[src/rtl/bilinear_kernel.sv]
// Three-stage bilinear interpolation kernel: horizontal blend, vertical blend, round.
// Bubble-collapsing valid/ready pipeline holding up to three beats; flush drops all in-flight beats.
module bilinear_kernel #(
    parameter int DW = 8,
    parameter int FW = 8,
    parameter int CH = 1
) (
    input  logic               clk,
    input  logic               rst_n,
    input  logic               flush,
    input  logic               in_valid,
    output logic               in_ready,
    input  logic [FW-1:0]      fx,
    input  logic [FW-1:0]      fy,
    input  logic [CH*DW-1:0]   p00,
    input  logic [CH*DW-1:0]   p01,
    input  logic [CH*DW-1:0]   p10,
    input  logic [CH*DW-1:0]   p11,
    output logic               out_valid,
    input  logic               out_ready,
    output logic [CH*DW-1:0]   out_pix,
    output logic               busy
);

    localparam int HW = DW + FW;
    localparam int VW = DW + 2 * FW;
    localparam logic [FW:0]   ONE_W = {1'b1, {FW{1'b0}}};
    localparam logic [VW-1:0] RND   = {{(VW-1){1'b0}}, 1'b1} << (2 * FW - 1);

    logic v1_q, v2_q, v3_q;
    logic en1_s, en2_s, en3_s, acc_s;
    logic [FW:0] wx_s, wy_s;
    logic [FW-1:0] fy_q;
    logic [CH-1:0][HW-1:0] top_q, top_d, bot_q, bot_d;
    logic [CH-1:0][VW-1:0] vsum_q, vsum_d;
    logic [CH-1:0][DW-1:0] pix_q, pix_d;

    // Handshake: each stage advances when it is empty or the stage after it advances.
    always_comb begin
        en3_s = !v3_q || out_ready;
        en2_s = !v2_q || en3_s;
        en1_s = !v1_q || en2_s;
        acc_s = in_valid && en1_s && !flush;
    end

    assign in_ready  = en1_s;
    assign out_valid = v3_q;
    assign out_pix   = pix_q;
    assign busy      = v1_q || v2_q || v3_q;

    // Datapath: products are sized to the stage width because every weighted sum fits exactly.
    always_comb begin
        wx_s = ONE_W - {1'b0, fx};
        wy_s = ONE_W - {1'b0, fy_q};
        top_d  = '0;
        bot_d  = '0;
        vsum_d = '0;
        pix_d  = '0;
        for (int c = 0; c < CH; c++) begin
            top_d[c]  = HW'(p00[c*DW +: DW]) * HW'(wx_s) + HW'(p01[c*DW +: DW]) * HW'(fx);
            bot_d[c]  = HW'(p10[c*DW +: DW]) * HW'(wx_s) + HW'(p11[c*DW +: DW]) * HW'(fx);
            vsum_d[c] = VW'(top_q[c]) * VW'(wy_s) + VW'(bot_q[c]) * VW'(fy_q);
            pix_d[c]  = DW'((vsum_q[c] + RND) >> (2 * FW));
        end
    end

    // Stage valid bits; flush empties the whole pipeline regardless of out_ready.
    always_ff @(posedge clk or negedge rst_n) begin
        if (!rst_n) begin
            v1_q <= 1'b0;
            v2_q <= 1'b0;
            v3_q <= 1'b0;
        end else if (flush) begin
            v1_q <= 1'b0;
            v2_q <= 1'b0;
            v3_q <= 1'b0;
        end else begin
            if (en1_s) v1_q <= acc_s;
            if (en2_s) v2_q <= v1_q;
            if (en3_s) v3_q <= v2_q;
        end
    end

    // Stage data registers load only on a valid upstream beat, otherwise hold.
    always_ff @(posedge clk or negedge rst_n) begin
        if (!rst_n) begin
            top_q  <= '0;
            bot_q  <= '0;
            fy_q   <= '0;
            vsum_q <= '0;
            pix_q  <= '0;
        end else begin
            if (en1_s && acc_s) begin
                top_q <= top_d;
                bot_q <= bot_d;
                fy_q  <= fy;
            end
            if (en2_s && v1_q && !flush) vsum_q <= vsum_d;
            if (en3_s && v2_q && !flush) pix_q  <= pix_d;
        end
    end

endmodule

[config.mk]
export PLATFORM = sky130hd
export DESIGN_NAME = bilinear_kernel
export DESIGN_NICKNAME = d
export VERILOG_FILES = /design/src/rtl/bilinear_kernel.sv
export SDC_FILE = /design/constraint.sdc
export NUM_CORES = 1
export LEC_CHECK = 0
export ABC_AREA = 1
export BUFFER_PORTS_ARGS = -buffer_cell sky130_fd_sc_hd__buf_2
export CORE_MARGIN = 2
export CORE_UTILIZATION = 60
export DETAILED_ROUTE_END_ITERATION = 8
export PLACE_DENSITY = 0.87
export SYNTH_ARGS = -nofsm -noshare
export SYNTH_HDL_FRONTEND = slang
export SYNTH_SLANG_ARGS = --single-unit
[constraint.sdc]
create_clock -name clk -period 8.2 [get_ports clk]
set_input_delay 1.64 -clock clk [delete_from_list [all_inputs] [get_ports clk]]
set_output_delay 1.64 -clock clk [all_outputs]
set_load 0.01 [all_outputs]
==> results of run 1 <==
## cells by family after synthesis
| logic type | Yosys count |
|---|---|
| AO/OA/AOI/OAI | 121 |
| buffers and inverters | 945 |
| flip-flops | 60 |
| AND/OR/NAND/NOR | 970 |
| XOR/XNOR | 35 |
| adder cells (fa/ha/maj) | 624 |
## through the flow
stage                     cells  setup slack [ns]
final                      3201             0.825
after global routing       3201             0.321
after CTS                  3201             0.863
after detailed placement   3185             0.517
after global placement     3185             0.687
after floorplan            2755              1.04
## critical path: stages
cell and delay (ns):
buf_2 0.25, nor4_4 0.36, nand2_1 0.11, or2_1 0.26
o21ai_1 0.15, nand2_2 0.17, inv_4 0.17, nand2_1 0.10
fa_1 0.50, fa_1 0.56, inv_1 0.06, fa_1 0.48
fa_1 0.46, fa_1 0.51, inv_1 0.05, fa_1 0.48
inv_1 0.05, ha_1 0.40, nand2_1 0.13, nor2_1 0.14
nand3_1 0.09, nand3_1 0.13, nand2_1 0.08, nand2_1 0.06
nand2_1 0.04, nand3_1 0.06, o21ai_0 0.08
## registers in the layout, indices dropped and copies added (netlist names)
name / count
bot_q: 16
top_q: 16
vsum_q: 9
fy_q: 8
out_pix: 8
out_valid: 1
v1_q: 1
v2_q: 1
## final cells by class
type	count	area (um2)	area share, %
multi-input combinational	1750	15800	72.5
inverter	843	3170	14.6
sequential	60	1500	6.90
tap	455	569	2.62
timing repair buffer	77	420	1.93
clock buffer	9	225	1.03
clock inverter	7	98.8	0.454
## cell usage in the layout, fill, tap and decap left out, types with 3 or more instances in the layout
cell type,n
nor2_2,10
buf_4,14
xnor2_1,19
o21ai_0,54
nand2_2,3
fa_1,422
or2_2,5
nand4_1,15
a31oi_1,5
a21oi_1,45
ha_1,202
o21bai_1,3
dfrtp_1,60
inv_2,3
nor2_1,152
clkbuf_16,9
nand2_1,714
o22ai_1,4
buf_2,63
nor3_1,7
a21o_1,3
inv_1,836
xor2_1,16
nand3_1,53
## metal layers
layer / share of wire, % / track usage (%) / vias to the layer above / wire [um]
li1: - / - / 7771 / -
met1: 37 / 36.4 / 8196 / 19400
met2: 51 / 56.2 / 754 / 26500
met3: 6.6 / 3.64 / 226 / 3480
met4: 5.9 / 15.5 / 0 / 3080
met5: 0 / 0 / - / 0
## worst max-delay path by stage
stage                     startpoint         to  cells past startpoint
final                          fx[3]  top_q[13]                     27
after global routing           fx[1]  top_q[13]                     26
after CTS                      fx[3]  top_q[13]                     27
after detailed placement       fx[3]  top_q[13]                     27
after global placement         fx[3]  top_q[14]                     25
after floorplan                fx[1]  top_q[14]                     27
==> key figures, run 1 <==
Floorplanning
  – IO Pins: 64
  – Initial Util: 60.8%
  – Die height: 191 um
  – Rows: 68
  – Die footprint: 36300 um2
  – Core area: 34400 um2
  – Die width: 191 um

Timing
  – Max Clk Rate: 136 MHz
  – Fin. Hold Viols: 0
  – Final TNS setup: 0 ns
  – Hold slack: 0.479 ns
  – Minimum clock period: 7.38 ns
  – Max-slew headroom: 31.4%
  – Unrepaired setup endpoints after global routing: false
  – Fin Clk Skew: 0.0140 ns
  – Final setup violation count: 0
  – Tightest Pin Transition: 1.03 ns
  – Slew Viols, Final: 0
  – Tcrit/Tclk final: 89.9%

Synthesis
  – Count of mapped cells out of synthesis: 2755
  – Seq/Total Area, Yosys: 7.19%
  – Largest family of logic cells by synthesized area: adder cells
  – Synth area leaders: fa_1 40%, inv_1 15%, nand2_1 13%
  – Syn_area_per_cell: 7.58 um2
  – Ys Warns: 0
  – Net count after synthesis: 3432
  – Flop and latch count out of synthesis: 60
  – Asr flop ratio synth: 100%
  – Yosys top cell area share: 40.5%
  – Synth Area in Adders: 52.6%
  – Synth cell count leaders: 836 x inv_1, 714 x nand2_1, 422 x fa_1
  – Top-count cell post-synth: inv_1
  – Synth unique cells: 44
  – Multiplexer share of the synthesized area: 0%
  – Post-synthesis simple-gate area fraction: 18.4%
  – Compound-cell area share of the yosys netlist: 3.10%
  – Post-synth EDFFs: 0
  – XOR/XNOR share of the synthesized area: 1.47%
  – Most used DFF post-synth: dfrtp_1
  – Post-synthesis cell area: 20900 um2
  – Leading area contributor after synthesis: fa_1

Drt
  – Initial DRT Pass Iterations: 6
  – DRT Wirelength: 52400 um
  – Vias per cell: 5.29
  – Drc violations: 0
  – Initial DRC count: 1097
  – Antenna viol nets, final: 0
  – Avg WL per Cell: 16.4 um
  – Vias post-DR: 16900

Worst setup path
  – R2R Path Start: fy_q[1]
  – R2r worst-path depth: 30
  – WS Path Type: in2reg
  – Arrival @ worst endpoint: 7.58 ns
  – Reg2Reg Setup Slack: 1.11 ns
  – CP endpoint kind: flop
  – Reg-to-reg endpoint: vsum_q[20]
  – CP required: 8.40 ns
  – CP Max Fanout: 19
  – Startpoint Class: primary input

Final layout
  – Layout Nets: 3418
  – Area grow syn2layout: 4.21%
  – Fraction of layout cells with a size suffix above 1: 4.33%
  – Fill cells: 2927
  – Post-route cell area: 21800 um2
  – N_diodes: 0
  – Final Util: 63.3%

CTS
  – CTS tree: built
  – CTS Root Buffer Type: clkbuf_16
  – Clock transition at the registers of the reported paths: 0.06 ns
  – Clock sink count: 60
  – Hold buffer count at cts: 0
  – H-tree Lvls: 3
  – Cts repair resizes: 0
  – Postcts setup bufs: 0
  – Clk buf depth: 2
  – Worst-Skew Late Latency: 0.35 ns
  – TritonCTS Buffers: 9

Run status
  – Status: finished clean

Global routing
  – GRT Total Usage: 31.0%
  – Initial antenna violation count: 0
  – Vias in the first global route: 18600
  – GR Overflow Total: 0
  – Largest net degree at the start of global routing: 61
  – Global-route wire length before repair: 88500 um

Min path
  – Hold Path Stages: 2
  – Hold Crit Start: out_pix[3]
  – HP Class: reg2reg
  – Hold endpoint: out_pix[3]

Placed design
  – DP Area: 21400 um2
  – Post-DP HPWL: 44600 um
  – I/O Buffers: 63
  – GPL Wtd Cong: 0.943

Run
  – # Max-Cap Violations: 0
Power of run 1 is not shown: default switching activity piles up to over one toggle a cycle in this logic, so the estimate is an artifact.
==> inputs of run 2 (changes only) <==
--- a/config.mk
+++ b/config.mk
@@ -7,7 +7,6 @@
 export LEC_CHECK = 0
 export ABC_AREA = 1
 export BUFFER_PORTS_ARGS = -buffer_cell sky130_fd_sc_hd__buf_2
-export CORE_MARGIN = 2
 export CORE_UTILIZATION = 60
 export DETAILED_ROUTE_END_ITERATION = 8
 export PLACE_DENSITY = 0.87
==> key figures, run 2 (synthesis gave the netlist of run 1 again) <==
Run status
  – Status: finished clean (unchanged)

Global routing
  – Initial antenna violation count: 2 (was 0)
  – GR Overflow Total: 0 (unchanged)
  – Vias in the first global route: 18500 (was 18600)
  – GRT Total Usage: 31.3% (was 31.0%)
  – Global-route wire length before repair: 87800 um (was 88500 um)
  – Largest net degree at the start of global routing: 61 (unchanged)

Worst setup path
  – CP required: 8.40 ns (about the same)
  – R2R Path Start: fy_q[1] (unchanged)
  – Worst setup path startpoint: fx[3] (unchanged)
  – CP Max Fanout: 19 (unchanged)
  – R2r worst-path depth: 30 (unchanged)
  – WS Path Type: in2reg (unchanged)
  – Startpoint Class: primary input (unchanged)
  – CP endpoint kind: flop (unchanged)
  – Arrival @ worst endpoint: 7.66 ns (was 7.58 ns)

CTS
  – Postcts setup bufs: 0 (unchanged)
  – H-tree Lvls: 3 (unchanged)
  – Hold buffer count at cts: 0 (unchanged)
  – Clock sink count: 60 (unchanged)
  – CTS Root Buffer Type: clkbuf_16 (unchanged)
  – TritonCTS Buffers: 9 (unchanged)
  – Worst-Skew Late Latency: 0.34 ns (was 0.35 ns)
  – Cts repair resizes: 0 (unchanged)
  – Clock transition at the registers of the reported paths: 0.06 ns (about the same)
  – Clk buf depth: 2 (unchanged)
  – CTS tree: built (unchanged)

Floorplanning
  – Initial Util: 61.7% (was 60.8%)
  – Core area: 33900 um2 (was 34400 um2)
  – IO Pins: 64 (unchanged)
  – Die height: 189 um (was 191 um)
  – Rows: 67 (was 68)
  – Die width: 189 um (was 191 um)
  – Die footprint: 35600 um2 (was 36300 um2)

Placed design
  – GPL Wtd Cong: 0.959 (was 0.943)
  – I/O Buffers: 63 (unchanged)
  – Place WS: 0.496 ns (was 0.517 ns)
  – Post-DP HPWL: 44100 um (was 44600 um)
  – Placed cells: 3178 (was 3185)

Drt
  – DRT Wirelength: 51700 um (was 52400 um)
  – Initial DRC count: 1218 (was 1097)
  – Antenna viol nets, final: 0 (unchanged)
  – Vias per cell: 5.34 (was 5.29)
  – Initial DRT Pass Iterations: 6 (unchanged)
  – Avg WL per Cell: 16.2 um (was 16.4 um)
  – Drc violations: 0 (unchanged)
  – Vias post-DR: 17100 (was 16900)

Timing
  – Final WS setup: 0.739 ns (was 0.825 ns)
  – Unrepaired setup endpoints after global routing: false (unchanged)
  – Slew Viols, Final: 0 (unchanged)
  – Max-slew headroom: 36.0% (was 31.4%)
  – Fin. Hold Viols: 0 (unchanged)
  – Minimum clock period: 7.46 ns (was 7.38 ns)
  – Fin Clk Skew: 0.00864 ns (was 0.0140 ns)
  – Final TNS setup: 0 ns (unchanged)
  – Tcrit/Tclk final: 91.0% (was 89.9%)
  – Max Clk Rate: 134 MHz (was 136 MHz)
  – Tightest Pin Transition: 0.960 ns (was 1.03 ns)
  – Final setup violation count: 0 (unchanged)

Run
  – # Max-Cap Violations: 0 (unchanged)

Final layout
  – Multi-input logic area: 15800 um2 (unchanged)
  – Layout Nets: 3418 (unchanged)
  – Sequential Area: 1500 um2 (unchanged)
  – Fill cells: 2845 (was 2927)
  – Largest registers: bot_q (16), top_q (16), vsum_q (9) (unchanged)
  – Most frequent cells in the layout: 836 x inv_1, 714 x nand2_1, 422 x fa_1, 202 x ha_1, 152 x nor2_1 (unchanged)
  – Final Instance Count excl. Fillers: 3196 (was 3201)
  – Most common cell after layout, fill and taps aside: inv_1 (unchanged)
  – Area grow syn2layout: 4.19% (was 4.21%)
  – Fraction of layout cells with a size suffix above 1: 4.33% (unchanged)

Min path
  – Hold Path Stages: 2 (unchanged)
  – HP Class: reg2reg (unchanged)
  – Hold Crit Start: out_pix[2] (was out_pix[3])
## run 2: area by class of cell
| class | count | share of cell area, % |
|---|---|---|
| Sequential cell | 60 | 6.90 |
| Inverter | 843 | 14.6 |
| Timing Repair Buffer | 77 | 1.93 |
| Multi-Input combinational cell | 1750 | 72.5 |
| Clock inverter | 7 | 0.454 |
| Clock buffer | 9 | 1.03 |
| Antenna cell | 2 | 0.0230 |
| Tap cell | 448 | 2.58 |
## run 2: critical path: stages
cell,delay [ns]
buf_2,0.25
nor4_4,0.34
nand2_1,0.11
or2_1,0.25
o21ai_1,0.15
nand2_2,0.19
inv_4,0.19
nand2_1,0.10
fa_1,0.52
fa_1,0.55
inv_1,0.05
fa_1,0.48
fa_1,0.51
fa_1,0.49
inv_1,0.06
fa_1,0.48
inv_1,0.05
ha_1,0.34
nand2_1,0.14
nor2_1,0.18
nand3_1,0.11
nand3_1,0.12
nand2_1,0.08
nand2_1,0.06
nand2_1,0.05
nand3_1,0.06
o21ai_0,0.10
## run 2: path summary, 6_finish.rpt
check / to / slack (ns)
max in group asynchronous: vsum_q[20] / 6.15
min in group asynchronous: top_q[1] / 1.45
min: out_pix[2] / 0.49
max reg2reg: vsum_q[23] / 0.98
min reg2reg: out_pix[2] / 0.49
max: top_q[13] / 0.74
## run 2: through the flow
| stage | cell area (um2) | hold slack [ns] | util, % |
|---|---|---|---|
| 6_report | 21800 | 0.487 | 64.3 |
| 5_1_grt | 21800 | 0.520 | 64.2 |
| 4_1_cts | 21800 | 0.490 | 64.2 |
| 3_5_place_dp | 21400 | 0.474 | 63.3 |
| 3_3_place_gp | 21400 | 0.462 | 63.3 |
| 2_1_floorplan | 20900 | 0.469 | - |
## run 2: per-layer routing
metal	wire length, um	track usage, %	vias up
li1	-	-	7772
met1	19100	37.6	8238
met2	26100	56.2	812
met3	3760	3.30	230
met4	2690	14.8	0
met5	0	0	-
Power of run 2 is left out for the same reason.
==> inputs of run 3 (changes only) <==
--- a/config.mk
+++ b/config.mk
@@ -7,6 +7,7 @@
 export LEC_CHECK = 0
 export ABC_AREA = 1
 export BUFFER_PORTS_ARGS = -buffer_cell sky130_fd_sc_hd__buf_2
+export CORE_MARGIN = 3
 export CORE_UTILIZATION = 60
 export DETAILED_ROUTE_END_ITERATION = 8
 export PLACE_DENSITY = 0.87
==> key figures, run 3 (synthesis gave the netlist of run 1 again) <==
Final layout
  – Fraction of layout cells with a size suffix above 1: 4.30% (was 4.33%)
  – Post-route cell area: 21800 um2 (about the same)
  – Final Instance Count excl. Fillers: 3194 (was 3196)
  – Most common cell after layout, fill and taps aside: inv_1 (unchanged)
  – Area grow syn2layout: 4.15% (was 4.19%)
  – Layout Nets: 3417 (was 3418)
  – Most frequent cells in the layout: 836 x inv_1, 714 x nand2_1, 422 x fa_1, 202 x ha_1, 152 x nor2_1 (unchanged)
  – Largest registers: bot_q (16), top_q (16), vsum_q (9) (unchanged)

Timing
  – Final TNS setup: 0 ns (unchanged)
  – Tightest Pin Transition: 0.952 ns (was 0.960 ns)
  – Final WS setup: 0.727 ns (was 0.739 ns)
  – Fin Clk Skew: 0.0112 ns (was 0.00864 ns)
  – Minimum clock period: 7.47 ns (was 7.46 ns)
  – Final setup violation count: 0 (unchanged)
  – Unrepaired setup endpoints after global routing: false (unchanged)
  – Max Clk Rate: 134 MHz (about the same)
  – Max-slew headroom: 36.5% (was 36.0%)
  – Tcrit/Tclk final: 91.1% (was 91.0%)
  – Fin. Hold Viols: 0 (unchanged)
  – Slew Viols, Final: 0 (unchanged)

Placed design
  – I/O Buffers: 63 (unchanged)
  – Post-DP HPWL: 44400 um (was 44100 um)
  – Placed cells: 3177 (was 3178)
  – Place WS: 0.501 ns (was 0.496 ns)
  – DP Area: 21400 um2 (about the same)
  – GPL Wtd Cong: 0.984 (was 0.959)

Run status
  – Status: finished clean (unchanged)

Drt
  – Vias per cell: 5.33 (was 5.34)
  – Avg WL per Cell: 16.3 um (was 16.2 um)
  – Initial DRT Pass Iterations: 6 (unchanged)
  – Initial DRC count: 1325 (was 1218)
  – Drc violations: 0 (unchanged)
  – Vias post-DR: 17000 (was 17100)
  – DRT Wirelength: 52200 um (was 51700 um)
  – Antenna viol nets, final: 0 (unchanged)

Global routing
  – Largest net degree at the start of global routing: 61 (unchanged)
  – Global-route wire length before repair: 87800 um (about the same)
  – Initial antenna violation count: 1 (was 2)
  – Vias in the first global route: 18300 (was 18500)
  – GR Overflow Total: 0 (unchanged)
  – GRT Total Usage: 30.0% (was 31.3%)

Floorplanning
  – Core area: 34000 um2 (was 33900 um2)
  – Rows: 67 (unchanged)
  – Die footprint: 37100 um2 (was 35600 um2)
  – Die height: 193 um (was 189 um)
  – Die width: 193 um (was 189 um)
  – Initial Util: 61.5% (was 61.7%)
  – IO Pins: 64 (unchanged)

CTS
  – Cts repair resizes: 0 (unchanged)
  – Postcts setup bufs: 0 (unchanged)
  – TritonCTS Buffers: 9 (unchanged)
  – Hold buffer count at cts: 0 (unchanged)
  – CTS tree: built (unchanged)
  – CTS Root Buffer Type: clkbuf_16 (unchanged)
  – Clk buf depth: 2 (unchanged)
  – Worst-Skew Late Latency: 0.35 ns (was 0.34 ns)
  – Clock transition at the registers of the reported paths: 0.06 ns (about the same)
  – H-tree Lvls: 3 (unchanged)
  – Clock sink count: 60 (unchanged)

Worst setup path
  – CP required: 8.41 ns (was 8.40 ns)
  – CP Max Fanout: 17 (was 19)
  – Startpoint Class: primary input (unchanged)
  – Arrival @ worst endpoint: 7.69 ns (was 7.66 ns)
  – WS Path Type: in2reg (unchanged)
  – Reg2Reg Setup Slack: 1.08 ns (was 0.98 ns)
  – CP endpoint kind: flop (unchanged)

Run
  – # Max-Cap Violations: 0 (unchanged)

Min path
  – HP Class: reg2reg (unchanged)
[run 3: final timing paths]
kind	endpoint	start	depth (start not counted)
max	top_q[13]	fx[0]	25
min	out_pix[7]	out_pix[7]	2
max reg2reg	vsum_q[22]	fy_q[1]	27
min reg2reg	out_pix[7]	out_pix[7]	2
max in group asynchronous	vsum_q[18]	rst_n	2
min in group asynchronous	top_q[4]	rst_n	2
[run 3: area by class of cell]
class | instances | area [um2]
Antenna cell | 1 | 2.50
Clock buffer | 9 | 225
Clock inverter | 7 | 98.8
Fill cell | 2862 | 12200
Inverter | 843 | 3170
Multi-Input combinational cell | 1750 | 15800
Sequential cell | 60 | 1500
Tap cell | 448 | 561
Timing Repair Buffer | 76 | 413
[run 3: routing by layer]
| metal | part of all wire (%) | GRT usage (%) |
|---|---|---|
| met1 | 37 | 35.7 |
| met2 | 50 | 53.4 |
| met3 | 7.6 | 4.87 |
| met4 | 5.2 | 13.4 |
| met5 | 0 | 0 |
[run 3: critical path, cell delays in order]
cell and delay (ns):
buf_2 0.33, inv_1 0.12, ha_1 0.25, nand4_1 0.12, nand2_1 0.22, inv_1 0.40
nand2_1 0.14, fa_1 0.50, fa_1 0.55, inv_1 0.06, fa_1 0.48, fa_1 0.51
fa_1 0.49, inv_1 0.05, fa_1 0.47, inv_1 0.04, ha_1 0.33, a21oi_1 0.29
o21ai_0 0.14, nand2_1 0.11, nand3_1 0.11, nand2_1 0.10, nand3_1 0.07, nand3_1 0.08
o21ai_0 0.09
[run 3: per-stage QoR]
step,hold slack [ns],util (%)
after floorplan,0.469,-
after global placement,0.463,63.1
after detailed placement,0.473,63.1
after CTS,0.490,64.1
after global routing,0.520,64.1
final,0.488,64.1
Power of run 3 is left out for the same reason.
